`config.mk`:
```
export PLATFORM = sky130hd
export DESIGN_NAME = dsram_arbiter
export DESIGN_NICKNAME = d
export VERILOG_FILES = /design/src/rtl/dsram_arbiter_pkg.sv /design/src/rtl/dsram_rsp_hold.sv /design/src/rtl/dsram_arbiter.sv
export SDC_FILE = /design/constraint.sdc
export NUM_CORES = 1
export LEC_CHECK = 0
export CORE_MARGIN = 2
export CORE_UTILIZATION = 38
export CTS_BUF_LIST = sky130_fd_sc_hd__clkbuf_4
export DETAILED_ROUTE_END_ITERATION = 16
export GPL_TIMING_DRIVEN = 0
export PLACE_DENSITY = 0.89
export SLEW_MARGIN = 20
export SYNTH_ARGS = -nofsm -noshare
export SYNTH_HDL_FRONTEND = slang
export SYNTH_SLANG_ARGS = --single-unit
```
`constraint.sdc`:
```
create_clock -name clk -period 2.1 [get_ports clk]
set_input_delay 0.315 -clock clk [delete_from_list [all_inputs] [get_ports clk]]
set_output_delay 0.315 -clock clk [all_outputs]
set_load 0.01 [all_outputs]
```
`src/rtl/dsram_arbiter_pkg.sv`:
```
// Shared definitions for the data-SRAM arbiter: port IDs, owner register
// layout and reset values, starvation counter width and default limit.
package dsram_arbiter_pkg;

   localparam logic PORT_I = 1'b0;
   localparam logic PORT_D = 1'b1;

   localparam int STARVE_MAX_DEF = 4;
   localparam int STARVE_W       = 4;   // holds limits up to 15

   // Which port owns the read data returning from the SRAM next cycle.
   typedef struct packed {
      logic valid;
      logic port;
   } owner_t;

   localparam owner_t OWNER_RST      = '{valid: 1'b0, port: PORT_I};
   localparam logic   HOLD_VALID_RST = 1'b0;

   // Saturating increment for the starvation counter.
   function automatic logic [STARVE_W-1:0] starve_inc(
      input logic [STARVE_W-1:0] cnt,
      input logic [STARVE_W-1:0] lim
   );
      return (cnt >= lim) ? lim : cnt + 1'b1;
   endfunction

endpackage

```
`src/rtl/dsram_rsp_hold.sv`:
```
// Single-entry response holding register. Read data arriving while the
// requester is stalled is captured and re-presented until accepted.
module dsram_rsp_hold
   import dsram_arbiter_pkg::*;
#(
   parameter int DW = 32
) (
   input  logic          clk,
   input  logic          rst,
   input  logic          in_valid,
   input  logic [DW-1:0] in_data,
   input  logic          out_ready,
   output logic          out_valid,
   output logic [DW-1:0] out_data,
   output logic          full
);

   logic          buf_valid_q, buf_valid_d;
   logic [DW-1:0] buf_data_q,  buf_data_d;

   // Present buffered data first, otherwise pass the live SRAM data through;
   // capture live data when the requester cannot take it.
   always_comb begin
      buf_valid_d = buf_valid_q;
      buf_data_d  = buf_data_q;
      out_valid   = 1'b0;
      out_data    = '0;
      if (buf_valid_q) begin
         out_valid = 1'b1;
         out_data  = buf_data_q;
         if (out_ready) begin
            buf_valid_d = 1'b0;
         end
      end else if (in_valid) begin
         out_valid = 1'b1;
         out_data  = in_data;
         if (!out_ready) begin
            buf_valid_d = 1'b1;
            buf_data_d  = in_data;
         end
      end
   end

   // Buffer state register.
   always_ff @(posedge clk) begin
      if (rst) begin
         buf_valid_q <= HOLD_VALID_RST;
         buf_data_q  <= '0;
      end else begin
         buf_valid_q <= buf_valid_d;
         buf_data_q  <= buf_data_d;
      end
   end

   assign full = buf_valid_q;

endmodule

```
`src/rtl/dsram_arbiter.sv`:
```
// Single-port data-SRAM arbiter between the fetch (I) and memory-stage (D)
// requesters. D wins by default; an I request that has lost STARVE_MAX
// consecutive cycles is forced to win. Read data returns one cycle after
// the grant and is routed to the port recorded in the owner register.
// Optional build macro DSRAM_ARB_PERF_EN adds grant/conflict/starve counters.
module dsram_arbiter
   import dsram_arbiter_pkg::*;
#(
   parameter int STARVE_MAX = STARVE_MAX_DEF,
   parameter int AW         = 32,
   parameter int DW         = 32
) (
   input  logic          clk,
   input  logic          rst,
   input  logic          i_req,
   input  logic [AW-1:0] i_addr,
   output logic          i_gnt,
   output logic          i_rvalid,
   output logic [DW-1:0] i_rdata,
   input  logic          i_rready,
   input  logic          d_req,
   input  logic [3:0]    d_wen,
   input  logic [AW-1:0] d_addr,
   input  logic [DW-1:0] d_wdata,
   output logic          d_gnt,
   output logic          d_rvalid,
   output logic [DW-1:0] d_rdata,
   input  logic          d_rready,
   output logic          sram_en,
   output logic [3:0]    sram_wen,
   output logic [AW-1:0] sram_addr,
   output logic [DW-1:0] sram_wdata,
   input  logic [DW-1:0] sram_rdata
`ifdef DSRAM_ARB_PERF_EN
   ,
   output logic [31:0]   perf_i_gnt,
   output logic [31:0]   perf_d_gnt,
   output logic [31:0]   perf_conflict,
   output logic [31:0]   perf_starve_force
`endif
);

   localparam logic [STARVE_W-1:0] STARVE_LIM = STARVE_W'(STARVE_MAX);

   owner_t                owner_q, owner_d;
   logic [STARVE_W-1:0]   starve_q, starve_d;

   logic          i_rsp, d_rsp;
   logic          i_full, d_full;
   logic          i_hvalid, d_hvalid;
   logic [DW-1:0] i_hdata, d_hdata;
   logic          i_elig, d_elig, force_i;
   logic          i_win, d_win;

   // A response is in flight for a port when the owner register names it.
   assign i_rsp = owner_q.valid && (owner_q.port == PORT_I) && !rst;
   assign d_rsp = owner_q.valid && (owner_q.port == PORT_D) && !rst;

   // A port may not be granted while its data is parked or about to be parked.
   assign i_elig  = i_req && !i_full && !(i_rsp && !i_rready) && !rst;
   assign d_elig  = d_req && !d_full && !(d_rsp && !d_rready) && !rst;
   assign force_i = (starve_q == STARVE_LIM);

   // Arbitration and SRAM command mux.
   always_comb begin
      i_win      = 1'b0;
      d_win      = 1'b0;
      sram_en    = 1'b0;
      sram_wen   = 4'b0000;
      sram_addr  = '0;
      sram_wdata = '0;
      if (i_elig && (!d_elig || force_i)) begin
         i_win     = 1'b1;
         sram_en   = 1'b1;
         sram_addr = i_addr;
      end else if (d_elig) begin
         d_win      = 1'b1;
         sram_en    = 1'b1;
         sram_wen   = d_wen;
         sram_addr  = d_addr;
         sram_wdata = d_wdata;
      end
   end

   // Owner of next cycle's read data and starvation counter update.
   always_comb begin
      owner_d  = OWNER_RST;
      starve_d = starve_q;
      if (i_win) begin
         owner_d = '{valid: 1'b1, port: PORT_I};
      end else if (d_win && (d_wen == 4'b0000)) begin
         owner_d = '{valid: 1'b1, port: PORT_D};
      end
      if (!i_req || i_win) begin
         starve_d = '0;
      end else if (i_elig) begin
         starve_d = starve_inc(starve_q, STARVE_LIM);
      end
   end

   // Arbiter state registers.
   always_ff @(posedge clk) begin
      if (rst) begin
         owner_q  <= OWNER_RST;
         starve_q <= '0;
      end else begin
         owner_q  <= owner_d;
         starve_q <= starve_d;
      end
   end

   dsram_rsp_hold #(.DW(DW)) u_i_hold (
      .clk       (clk),
      .rst       (rst),
      .in_valid  (i_rsp),
      .in_data   (sram_rdata),
      .out_ready (i_rready),
      .out_valid (i_hvalid),
      .out_data  (i_hdata),
      .full      (i_full)
   );

   dsram_rsp_hold #(.DW(DW)) u_d_hold (
      .clk       (clk),
      .rst       (rst),
      .in_valid  (d_rsp),
      .in_data   (sram_rdata),
      .out_ready (d_rready),
      .out_valid (d_hvalid),
      .out_data  (d_hdata),
      .full      (d_full)
   );

   assign i_gnt    = i_win;
   assign d_gnt    = d_win;
   assign i_rvalid = i_hvalid && !rst;
   assign d_rvalid = d_hvalid && !rst;
   assign i_rdata  = rst ? '0 : i_hdata;
   assign d_rdata  = rst ? '0 : d_hdata;

`ifdef DSRAM_ARB_PERF_EN
   logic [31:0] perf_i_gnt_q, perf_i_gnt_d;
   logic [31:0] perf_d_gnt_q, perf_d_gnt_d;
   logic [31:0] perf_conflict_q, perf_conflict_d;
   logic [31:0] perf_starve_force_q, perf_starve_force_d;

   // Event counters; a forced win is an I grant while D was also eligible.
   always_comb begin
      perf_i_gnt_d        = perf_i_gnt_q + {31'd0, i_win};
      perf_d_gnt_d        = perf_d_gnt_q + {31'd0, d_win};
      perf_conflict_d     = perf_conflict_q + {31'd0, (i_elig && d_elig)};
      perf_starve_force_d = perf_starve_force_q + {31'd0, (i_win && d_elig)};
   end

   // Perf counter registers.
   always_ff @(posedge clk) begin
      if (rst) begin
         perf_i_gnt_q        <= '0;
         perf_d_gnt_q        <= '0;
         perf_conflict_q     <= '0;
         perf_starve_force_q <= '0;
      end else begin
         perf_i_gnt_q        <= perf_i_gnt_d;
         perf_d_gnt_q        <= perf_d_gnt_d;
         perf_conflict_q     <= perf_conflict_d;
         perf_starve_force_q <= perf_starve_force_d;
      end
   end

   assign perf_i_gnt        = perf_i_gnt_q;
   assign perf_d_gnt        = perf_d_gnt_q;
   assign perf_conflict     = perf_conflict_q;
   assign perf_starve_force = perf_starve_force_q;
`endif

endmodule

```
# --- Yosys cells after proc, flatten, opt, wreduce, memory -nomap -nowiden ---
# Cells that the tools add are included.
word_totals:
  register_bits: 72
  word_cells: 76
classes:
  n_addsub: 1
  magnitude_cmp: 1
  n_eq_ne: 1
  n_mux: 29
  n_bitwise: 5
  n_reduce_logical: 32
op_table:
  columns: ["operator", "n"]
  rows:
  - ["2-to-1 mux 32 bit", 10]
  - ["logical AND 1 bit", 16]
  - ["2-to-1 mux 1 bit", 14]
  - ["2-to-1 mux 4 bit", 3]
  - ["logical NOT 1 bit", 9]
  - ["AND reduction 3 bit", 2]
  - ["inverter 1 bit", 5]
  - ["adder 4 x 1 -> 4 bit, second input constant", 1]
  - ["== test 4 x 3 -> 1 bit, second input constant", 1]
  - [">= comparator 4 x 3 -> 1 bit, second input constant", 1]
  - ["logical NOT 4 bit", 1]
  - ["2-to-1 mux 2 bit", 2]
  - ["OR reduction 2 bit", 2]
  - ["logical OR 1 bit", 2]

# --- Depth between registers and ports, before layout ---
# Gate-level depths: netlist (run 1).
depth:
  depth_word: 13
  depth_mapped: 7
  ltp_nobuf: 5

# --- Cells and area by module ---
# Synthesis (run 1) repeated with hierarchy kept, for this count alone.
hier_totals:
  hier_cells: 741
  area_unflattened_um2: 5635.4
by_module_without_submodules:
  columns: ["mod", "instances", "cells_per_inst", "area_per_inst_um2", "seq_area_each_um2"]
  rows:
  - ["dsram_rsp_hold", 2, 250, 1955.6, 660.6]
  - ["dsram_arbiter", 1, 241, 1724.2, 120.1]

# --- Worst setup path before layout (run 1) ---
# Ideal clock, no wire load.
synth_path:
  path_kind: "register -> output"
  start: "reg owner_q[0] in the netlist's numbering"
  end: "out sram_addr[22]"
  arrival_ps: 1565
  required_ps: 1785
  slack_ps: 220
  path_stages_with_launch: 8
  n_path_buf: 4
  cell_sequence: "dfxtp_1 buf_2 or3b_1 buf_2 and3_1 buf_6 buf_6 o22ai_1"
synth_via:
  elab_chain_len: 10
  elab_cells_between_ends: 18
  classes_between: "mux: 2; bitwise: 1; reduce/logical: 15"
synth_rtl:
  columns: ["element", "line_no", "text"]
  rows:
  - ["start, declared", "dsram_arbiter.sv:45", "owner_t owner_q, owner_d;"]
  - ["start signal, assigned", "dsram_arbiter.sv:107", "owner_q <= owner_d;"]
  - ["logical AND 1 bit (2 in a row)", "dsram_arbiter.sv:57", "assign d_rsp = owner_q.valid && (owner_q.port == PORT_D) && !rst;"]
  - ["logical AND 1 bit", "dsram_arbiter.sv:61", "assign d_elig = d_req && !d_full && !(d_rsp && !d_rready) && !rst;"]
  - ["logical NOT 1 bit", "dsram_arbiter.sv:61", null]
  - ["logical AND 1 bit (2 in a row)", "dsram_arbiter.sv:61", null]
  - ["logical NOT 1 bit", "dsram_arbiter.sv:72", "if (i_elig && (!d_elig || force_i)) begin"]
  - ["logical OR 1 bit", "dsram_arbiter.sv:72", null]
  - ["logical AND 1 bit", "dsram_arbiter.sv:72", null]
  - ["2-to-1 mux 32 bit (*)", "dsram_arbiter.sv:72", null]
  - ["end, declared", "dsram_arbiter.sv:31", "output logic [AW-1:0] sram_addr,"]
# Mark *: on every way between the ends. The rest lies on a longest branch, timed or not.

# --- Worst setup path after layout (run 1) ---
layout_path:
  start: "in d_req"
  end: "out sram_addr[12]"
layout_via:
  elab_chain_len: 7
  elab_cells_between_ends: 8
  classes_between: "mux: 2; reduce/logical: 6"
layout_rtl:
  columns: ["element", "line_no", "text"]
  rows:
  - ["start, declared", "dsram_arbiter.sv:21", "input logic d_req,"]
  - ["logical AND 1 bit (*) (3 in a row)", "dsram_arbiter.sv:61", null]
  - ["logical NOT 1 bit", "dsram_arbiter.sv:72", null]
  - ["logical OR 1 bit", "dsram_arbiter.sv:72", null]
  - ["logical AND 1 bit", "dsram_arbiter.sv:72", null]
  - ["2-to-1 mux 32 bit (*)", "dsram_arbiter.sv:72", null]
# Marks and branches as above.

==> out/metrics.yaml, run 1 <==
synthTopCellsByArea: "dfxtp_1 33%, a22o_1 13%, nand3_1 11%"
ios: 275
ys.flop_type: "dfxtp_1"
critPathTopFamily: "buffers and inverters"
die_x_um: 111
synth_seq_cells: 72
worstHoldPathType: "primary input to flip-flop"
p_switching_uw: 1010
seqPwrFrac: 0.389
syn_nets: 720
arrival_ps: 2160
synth_area_per_cell_um2: 7.56
die_area_um2: 12400
critPathKind: "primary input to output pin"
worst_r2r_endpoint: "u_i_hold.buf_data_q[28]"
regToRegSetupSlack_ps: 130
status: "finished with violations"
hpwl_um: 14100
clk_path_buf_depth: 2
critPathSlowestCell: "clkdlybuf4s50_1"
area_growth_pct: 97.7
crit_required_ps: 1780
vias: 6437
antenna_found_initial: 0
p_int_uw: 2560
crit_path_start_kind: "primary input"
synth.area.mux_share: 0
final.setup.worst_slack_ps: -372
drt_wl_total_um: 22500
yosysTopAreaCellShare: 0.329
dr.pass1.iters: 6
cts_tree: "done"
drv_slew: 0
grt_max_degree: 15
antenna_cells: 0
clk-insertion-delay-late_ps: 450
startpoint: "d_req"
clock-sinks: 72
cp_max_fo: 5
dpl_cell_area_um2: 7310
netlist_instances: 580
crit_path_end: "sram_addr[12]"
grt_pass1_vias: 5867
fin_tns_setup_ps: -24810
fp-row-count: 39
crit_buf_inv: 5
worstReg2RegStart: "owner_q[0]"
syn_area_um2: 4390
core_area_um2: 11300
viasPerCell: 5.95
place_inst: 997
h-tree-depth: 3
cts_made_buffers: 9
leakage_uw: 0.00379
synth_top_family_by_area: "compound AO/OA/AOI/OAI gates"
max-cap-violations: 0
hold_violations: 0
drive_gt1_frac: 0.375
synth_compound_area_frac: 0.346
synth_area_leader_cell: "dfxtp_1"
drcViolationCount: 0
synth-xor-area-share: 0
worst_slew_pin_slew_ps: 585
synth-edff-count: 0
ys_types: 35
overflow: 0
swShare: 0.283
fmax_mhz: 405
instances_no_fill: 1082
port-buffer-count: 274
nNetsFinal: 1074
fin_hold_ws_ps: 422
die_y_um: 111
clkTransAtPathRegs_ps: 110
synth_async_sr_flop_share: 0
track_usage: 0.312
grt_pass1_wl_um: 31500
slew_headroom: 0.610
worstSetupEndpointType: "output pin"
violations: "negative setup slack"
ir_worst_vdd_mv: 0.451
p_clk_frac: 0.327
finish.instance_area_um2: 8670
post-route-min-period_ps: 2470
ys_seq_area_frac: 0.329
synthAdderAreaFrac: 0.00571
synth_common_cells: "99 x nand3_1, 72 x dfxtp_1, 66 x a21oi_1, 64 x a22o_1, 64 x o21ai_0"
max_stage_delay_ps: 490
skew_ps: 19.0
drt-initial-drc-count: 554
yosysMostFrequentCell: "nand3_1"
finalCritPeriodShare: 1.18
cp.depth: 8
wl_per_cell_um: 20.8
path_cells: "clkdlybuf4s50_1 -> or3b_4 -> o311ai_4 -> buf_6 -> buf_12 -> clkbuf_16 -> o22ai_2 -> buf_2"
grt_setup_unrepaired: "yes"
synthSimpleGateAreaFrac: 0.214
powerDensity_nw_per_um2: 412
globalplace.congestion: 0.959
antenna_left: 0
r2r_cells: 5
start_util: 0.387
p_total_uw: 3570
clock-root-buffer: "clkbuf_4"
yosys_warnings: 0
combPwrFrac: 0.284
setup_viol: 120
[repair_timing]
action / 4_1_cts / 5_1_grt
pin swaps: 56 / 48
endpoints found under the setup margin: 137 / 137
hold buffers: 0 / 0
cloned: 8 / 7
gates resized for setup: 673 / 165
buffers inserted: 35 / 25
[final cells by class]
| class | instances | area (µm²) |
|---|---|---|
| plain buffers | 64 | 500 |
| clock buffers | 9 | 67.6 |
| clock inverters | 7 | 125 |
| fillers | 794 | 2650 |
| inverters | 38 | 145 |
| multi-input cells | 401 | 2910 |
| flip-flops and latches | 72 | 1460 |
| well taps | 143 | 179 |
| repair buffers | 348 | 3280 |
[layout by cell type (no fill, tap or decap), drive strengths merged]
master / n
o311ai: 1
nand3b: 1
or3b: 2
or4b: 1
o22ai: 34
clkdlybuf4s50: 133
nor2: 4
clkinv: 1
nor2b: 3
nand4bb: 1
or3: 1
nor3b: 2
and3: 38
bufinv: 3
dlygate4sd2: 2
and2: 1
nor4b: 1
o2111a: 1
buf: 226
clkbuf: 56
o21ai: 65
nor3: 3
nand2: 5
and3b: 2
ha: 2
bufbuf: 1
a21oi: 66
nor4bb: 1
dlymetal6s2s: 3
a22o: 64
inv: 41
or4: 2
nand3: 100
dfxtp: 72
[kinds of logic after synthesis]
kind of cell    Yosys count
flops                    72
simple gates            167
fa+ha+maj                 2
compound gates          231
buf+inv                 108
[worst register-to-register path, cell delays in order, from the launching register on]
cell	delay, ps
dfxtp_4	390
buf_4	150
or4b_1	670
clkbuf_1	290
o21ai_0	250
a21oi_1	100
[state kept, by name, indices dropped and copies added (netlist names)]
| name | flops |
|---|---|
| u_i_hold.full | 1 |
| starve_q | 4 |
| u_d_hold.full | 1 |
| u_d_hold.buf_data_q | 32 |
| owner_q | 2 |
| u_i_hold.buf_data_q | 32 |
[power groups by stage]
stage | clock network (µW) | logic [µW] | registers [µW]
2_1_floorplan | 0 | 286 | 1420
6_report | 1170 | 1010 | 1390
4_1_cts | 1170 | 864 | 1390
5_1_grt | 1220 | 1060 | 1390
3_5_place_dp | 0 | 836 | 1420
3_3_place_gp | 0 | 827 | 1420
[metrics by stage]
stage / setup WS (ps) / util
2_1_floorplan: 220 / -
3_3_place_gp: -1120 / 0.645
3_5_place_dp: -1150 / 0.645
4_1_cts: -348 / 0.688
5_1_grt: -403 / 0.766
6_report: -372 / 0.766
[how the worst min path moves through the flow]
stage / start / endpoint / slack (ps) / cells after the start
floorplan: u_d_hold.buf_data_q[0] / u_d_hold.buf_data_q[0] / 450 / 2
global placement: u_d_hold.buf_data_q[22] / u_d_hold.buf_data_q[22] / 460 / 2
detailed placement: u_i_hold.buf_data_q[17] / u_i_hold.buf_data_q[17] / 470 / 2
CTS: u_d_hold.buf_data_q[0] / u_d_hold.buf_data_q[0] / 480 / 2
global route: i_req / starve_q[2] / 420 / 3
finish: i_req / starve_q[2] / 420 / 3
[layer usage]
layer	vias to the layer above	GRT usage	part of all wire	wire, µm
met5	-	0	0	0
met4	0	0.133	0.053	1200
met2	420	0.517	0.48	10800
li1	2865	-	-	-
met1	3051	0.394	0.39	8720
met3	101	0.0642	0.080	1800
(Power assumes the default switching activity.)
==> inputs of run 2 (changes only) <==
--- a/config.mk
+++ b/config.mk
@@ -5,12 +5,14 @@
 export SDC_FILE = /design/constraint.sdc
 export NUM_CORES = 1
 export LEC_CHECK = 0
+export CELL_PAD_IN_SITES_DETAIL_PLACEMENT = 1
+export CELL_PAD_IN_SITES_GLOBAL_PLACEMENT = 2
 export CORE_MARGIN = 2
-export CORE_UTILIZATION = 38
+export CORE_UTILIZATION = 19
 export CTS_BUF_LIST = sky130_fd_sc_hd__clkbuf_4
 export DETAILED_ROUTE_END_ITERATION = 16
 export GPL_TIMING_DRIVEN = 0
-export PLACE_DENSITY = 0.89
+export PLACE_DENSITY = 0.88
 export SLEW_MARGIN = 20
 export SYNTH_ARGS = -nofsm -noshare
 export SYNTH_HDL_FRONTEND = slang
==> run 2 against run 1 <==
The run still ends with negative setup slack left; routed wire length rose by 6.1%; sequential power about the same; clock power fell by 24%; highest routed layer unchanged; first-iteration DRC count is 45% lower; register-to-register slack improved by 20 ps; critical path type unchanged; final cell count up 13%; critical path depth is 1 lower.
==> out/metrics.yaml, run 2 (synthesized netlist as in run 1, its figures left out) <==
drcViolationCount: 0  # unchanged
ios: 275  # unchanged
nNetsFinal: 1075  # +0.093%
dr.pass1.iters: 4  # -2
critPathSlowestCell: "clkdlybuf4s50_1"
overflow: 0  # unchanged
fp-row-count: 55  # +41%
drt-initial-drc-count: 304  # -45%
whs_path_depth: 4  # +1
crit_buf_inv: 4  # -1
core_area_um2: 22600  # +100%
ir_worst_vdd_mv: 0.244  # -46%
finish.instance_area_um2: 8710  # +0.48%
grt_setup_unrepaired: "yes"
leakage_uw: 0.00369  # -2.6%
crit_required_ps: 1780  # about the same
post-route-min-period_ps: 2430  # -39.2 ps
clk-insertion-delay-late_ps: 450  # about the same
final.setup.worst_slack_ps: -332  # +39.2 ps
reg_top3: "u_d_hold.buf_data_q: 32 flops, u_i_hold.buf_data_q: 32 flops, starve_q: 4 flops"
whs_endpoint: "starve_q[0]"
grt_pass1_wl_um: 34900  # +11%
fin_hold_ws_ps: 482  # +59.9 ps
hold_violations: 0  # unchanged
clock-root-buffer: "clkbuf_4"
violations: "negative setup slack"
fmax_mhz: 411  # +1.6%
clk_path_buf_depth: 2  # unchanged
area_growth_pct: 98.6
status: "finished with violations"
antenna_found_initial: 0  # unchanged
max-cap-violations: 0  # unchanged
final_common_cell: "clkdlybuf4s50_1"
arrival_ps: 2120  # -40 ps
cp_max_fo: 10  # +5
crit_path_start_kind: "primary input"
antenna_left: 0  # unchanged
cts_tree: "done"
worstReg2RegStart: "owner_q[1]"
track_usage: 0.183  # -0.129
finalCritPeriodShare: 1.16  # -0.0187
worst_r2r_endpoint: "u_i_hold.buf_data_q[27]"
max_stage_delay_ps: 500  # about the same
die_y_um: 156  # +40%
die_area_um2: 24300  # +96%
die_x_um: 156  # +40%
path_cells: "clkdlybuf4s50_1 -> or3b_4 -> o311ai_4 -> buf_6 -> buf_12 -> o22ai_2 -> buf_2"
worst_slew_pin_slew_ps: 647  # +61.6 ps
critPathTopFamily: "buffers and inverters"
drive_gt1_frac: 0.370  # -0.00532
worstHoldPathType: "primary input to flip-flop"
viasPerCell: 4.96  # -17%
setup_viol: 122  # +1.7%
grt_pass1_vias: 6107  # +4.1%
hold_start: "rst"
critPathKind: "primary input to output pin"
worstSetupEndpointType: "output pin"
h-tree-depth: 3  # unchanged
skew_ps: 13.8  # -5.20 ps
drt_wl_total_um: 23900  # +6.1%
hpwl_um: 16500  # +17%
clkTransAtPathRegs_ps: 110  # about the same
regToRegSetupSlack_ps: 150  # +20 ps
wl_per_cell_um: 19.5  # -6.2%
ctsHoldBuffers: 0  # unchanged
port-buffer-count: 274  # unchanged
clock-sinks: 72  # unchanged
antenna_cells: 0  # unchanged
start_util: 0.194  # -0.194
powerDensity_nw_per_um2: 373  # -9.5%
cts_made_buffers: 9  # unchanged
vias: 6073  # -5.7%
drv_slew: 0  # unchanged
grt_max_degree: 12  # -3
mostFrequentLayoutCells: "134 x clkdlybuf4s50_1, 98 x nand3_1, 92 x buf_2"
globalplace.congestion: 0.797  # -17%
r2r_cells: 7  # +2
dpl_cell_area_um2: 7480  # +2.4%
slew_headroom: 0.569  # -0.0410
-- run 2: cell types whose count changed in the layout (fill, tap and decap cells not counted), moves of 3 or more --
cell / change
buf_4: +7
clkbuf_8: -3
clkinv_1: +3
dlymetal6s2s_1: -3
inv_6: -3
o22ai_1: +3
-- run 2: power breakdown --
| part | leakage, µW | switching [µW] | internal [µW] |
|---|---|---|---|
| Combinational | 0.00305 | 432 | 538 |
| Sequential | 0.000585 | 9.37 | 1380 |
| Clock | 0.0000650 | 531 | 359 |
| Total | 0.00369 | 972 | 2270 |
-- run 2: worst max path at each step --
stage | startpoint | endpoint | slack [ps] | cells past startpoint
final | d_req | sram_addr[15] | -330 | 7
after global routing | u_d_hold.full | sram_addr[15] | -420 | 6
after CTS | owner_q[1] | sram_addr[5] | -400 | 8
after detailed placement | rst | sram_addr[20] | -1230 | 7
after global placement | rst | sram_addr[20] | -1230 | 7
after floorplan | owner_q[0] | sram_addr[22] | 220 | 7
-- run 2: metal layers --
layer | wire (µm) | global-route usage | vias up | part of all wire
met2 | 11700 | 0.316 | 200 | 0.49
met4 | 360 | 0.0502 | 0 | 0.015
met1 | 10300 | 0.228 | 2976 | 0.43
met3 | 1550 | 0.0414 | 29 | 0.065
met5 | 0 | 0 | - | 0
li1 | - | - | 2868 | -
-- run 2: metrics by stage --
step	TNS [ps]	power (µW)	utilization	cells	setup WS, ps
after floorplan	0	1700	-	580	220
after global placement	-149570	2260	0.331	1139	-1230
after CTS	-32560	3170	0.352	1206	-401
final	-24510	3250	0.385	1224	-332
after global routing	-36140	3400	0.385	1224	-424
after detailed placement	-152490	2270	0.331	1139	-1230
-- run 2: cell type report --
| class | instances | area, µm² |
|---|---|---|
| well taps | 285 | 357 |
| plain buffers | 66 | 544 |
| clock inverters | 5 | 48.8 |
| flip-flops and latches | 72 | 1460 |
| multi-input cells | 402 | 2890 |
| clock buffers | 10 | 75.1 |
| fillers | 2704 | 13900 |
| repair buffers | 346 | 3190 |
| inverters | 38 | 143 |
-- run 2: what timing repair did --
item | 4_1_cts | 5_1_grt
pin swaps | 68 | 42
gates cloned | 7 | 6
gates resized for setup | 685 | 153
setup buffers | 46 | 16
endpoints found under the setup margin | 137 | 136
-- run 2: worst min-delay path: stages --
cell and delay [ps]:
clkbuf_2 210, nor3b_4 70, and2_1 180, o22ai_1 100
==> inputs of run 3 (changes only) <==
--- a/config.mk
+++ b/config.mk
@@ -7,9 +7,11 @@
 export LEC_CHECK = 0
 export CELL_PAD_IN_SITES_DETAIL_PLACEMENT = 1
 export CELL_PAD_IN_SITES_GLOBAL_PLACEMENT = 2
+export CORE_ASPECT_RATIO = 0.75
 export CORE_MARGIN = 2
 export CORE_UTILIZATION = 19
 export CTS_BUF_LIST = sky130_fd_sc_hd__clkbuf_4
+export CTS_CLUSTER_DIAMETER = 200
 export DETAILED_ROUTE_END_ITERATION = 16
 export GPL_TIMING_DRIVEN = 0
 export PLACE_DENSITY = 0.88
==> run 3 against run 2 <==
The flow still finishes with violations (negative setup slack); final cell count up 2.5%; die area about the same; non-clock buffer count up 12; combinational power up 7%; register-to-register slack worse by 80 ps; flip-flop and latch count unchanged; critical endpoint is now sram_addr[28]; largest power group unchanged; highest routed layer unchanged.
==> out/metrics.yaml, run 3 (synthesized netlist as in run 1, its figures left out) <==
status: "finished with violations"
violations: "negative setup slack"
final.setup.worst_slack_ps: -455  # -122 ps
crit_buf_inv: 5  # +1
critPathSlowestCell: "clkdlybuf4s50_1"
powerDensity_nw_per_um2: 359  # -3.7%
drt_wl_total_um: 24700  # +3.5%
vias: 6068  # -0.082%
globalplace.congestion: 0.793  # -0.60%
reg_top3: "u_d_hold.buf_data_q: 32 flops, u_i_hold.buf_data_q: 32 flops, starve_q: 4 flops"
ctsHoldBuffers: 0  # unchanged
nNetsFinal: 1088  # +1.2%
dr.pass1.iters: 5  # +1
whs_endpoint: "u_i_hold.buf_data_q[26]"
grt_max_degree: 12  # unchanged
drv_slew: 0  # unchanged
start_util: 0.192  # -0.00154
r2r_cells: 8  # +1
clk_path_buf_depth: 2  # unchanged
clkTransAtPathRegs_ps: 110  # about the same
die_x_um: 179  # +15%
skew_ps: 16.5  # +2.66 ps
clk-insertion-delay-late_ps: 450  # about the same
final_common_cell: "clkdlybuf4s50_1"
grt_pass1_wl_um: 36300  # +3.8%
hpwl_um: 17000  # +2.9%
slew_headroom: 0.607  # +0.0385
cts_tree: "done"
overflow: 0  # unchanged
antenna_found_initial: 2  # +2
ir_worst_vdd_mv: 0.218  # -11%
h-tree-depth: 3  # unchanged
leakage_uw: 0.00375  # +1.4%
worstReg2RegStart: "owner_q[1]"
path_cells: "clkdlybuf4s50_1 -> or3b_4 -> o311ai_4 -> buf_6 -> buf_6 -> buf_12 -> o22ai_2 -> buf_2"
grt_pass1_vias: 6264  # +2.6%
drive_gt1_frac: 0.384  # +0.0149
fp-row-count: 48  # -13%
antenna_left: 0  # unchanged
grt_setup_unrepaired: "yes"
core_area_um2: 22800  # +0.80%
max-cap-violations: 0  # unchanged
die_y_um: 136  # -13%
worstSetupEndpointType: "output pin"
viasPerCell: 4.84  # -2.5%
clock-sinks: 72  # unchanged
crit_required_ps: 1780  # about the same
drt-initial-drc-count: 381  # +25%
startpoint: "d_req"
worstHoldPathType: "flip-flop to flip-flop"
drcViolationCount: 0  # unchanged
fillCellCount: 2670  # -1.3%
seqCellArea_um2: 1460  # unchanged
p_total_uw: 3180  # -2.0%
ios: 275  # unchanged
crit_top_cell: "buf_6"
clock-root-buffer: "clkbuf_4"
finalCritPeriodShare: 1.22  # +0.0583
critPathKind: "primary input to output pin"
worst_r2r_endpoint: "u_i_hold.buf_data_q[23]"
max_stage_delay_ps: 490  # about the same
crit_path_start_kind: "primary input"
regToRegSetupSlack_ps: 70  # -80 ps
track_usage: 0.189  # +0.00682
worst_slew_pin_slew_ps: 589  # -57.7 ps
cts_made_buffers: 9  # unchanged
mostFrequentLayoutCells: "134 x clkdlybuf4s50_1, 98 x nand3_1, 96 x buf_6"
post-route-min-period_ps: 2550  # +122 ps
port-buffer-count: 274  # unchanged
area_growth_pct: 102
setup_viol: 128  # +4.9%
hold_violations: 0  # unchanged
die_area_um2: 24300  # about the same
fin_hold_ws_ps: 482  # +0.777 ps
critPathTopFamily: "buffers and inverters"
fmax_mhz: 391  # -4.8%
multi_input_area_um2: 2980  # +3.1%
cp_max_fo: 6  # -4
whs_path_depth: 2  # -2
arrival_ps: 2240  # +120 ps
wl_per_cell_um: 19.7  # +0.99%
hold_start: "u_i_hold.buf_data_q[26]"
[run 3: where the power goes]
group          internal [µW]  switching [µW]  leakage [µW]
clock network            238             517     0.0000571
logic                    579             461       0.00311
registers               1380            9.49      0.000585
total                   2190             988       0.00375
[run 3: routing by layer]
layer,track usage,part of all wire
met5,0,0
met4,0.0257,0.0094
met3,0.0605,0.068
met2,0.328,0.48
met1,0.236,0.44
[run 3: worst reg2reg max path: stages, from the launching register on]
cell	delay (ps)
dfxtp_2	360
buf_8	110
buf_6	90
buf_4	90
buf_4	110
or4b_4	510
clkbuf_1	270
o21ai_0	270
a21oi_1	90
[run 3: worst max-delay path by stage]
stage                          end  slack [ps]  depth (start not counted)
finish               sram_addr[28]        -450                          8
CTS                  sram_addr[26]        -420                          9
floorplan            sram_addr[22]         220                          7
detailed placement  sram_wdata[27]       -1200                          6
global route         sram_addr[28]        -530                          7
global placement    sram_wdata[27]       -1180                          6
[run 3: area by class of cell]
type                    instances  share of cell area
flip-flops and latches         72               0.164
diodes                          2            0.000564
well taps                     300              0.0423
inverters                      38              0.0161
multi-input cells             403               0.336
repair buffers                361               0.373
clock buffers                  10             0.00847
clock inverters                 5             0.00282
plain buffers                  63              0.0559
[run 3: timing repair]
item / 4_1_cts / 5_1_grt
pin swaps: 74 / 56
gates resized for setup: 745 / 117
cloned: 9 / 6
buffers inserted: 58 / 29
setup endpoints to repair: 137 / 136
[run 3: metrics by stage]
step	setup slack, ps	setup TNS [ps]	util	std cells	cell area (µm²)
final	-455	-31040	0.389	1254	8870
after global placement	-1180	-148130	0.329	1154	7500
after floorplan	220	0	-	580	4390
after detailed placement	-1200	-152810	0.329	1154	7500
after global routing	-531	-44140	0.388	1253	8860
after CTS	-420	-35670	0.368	1234	8400
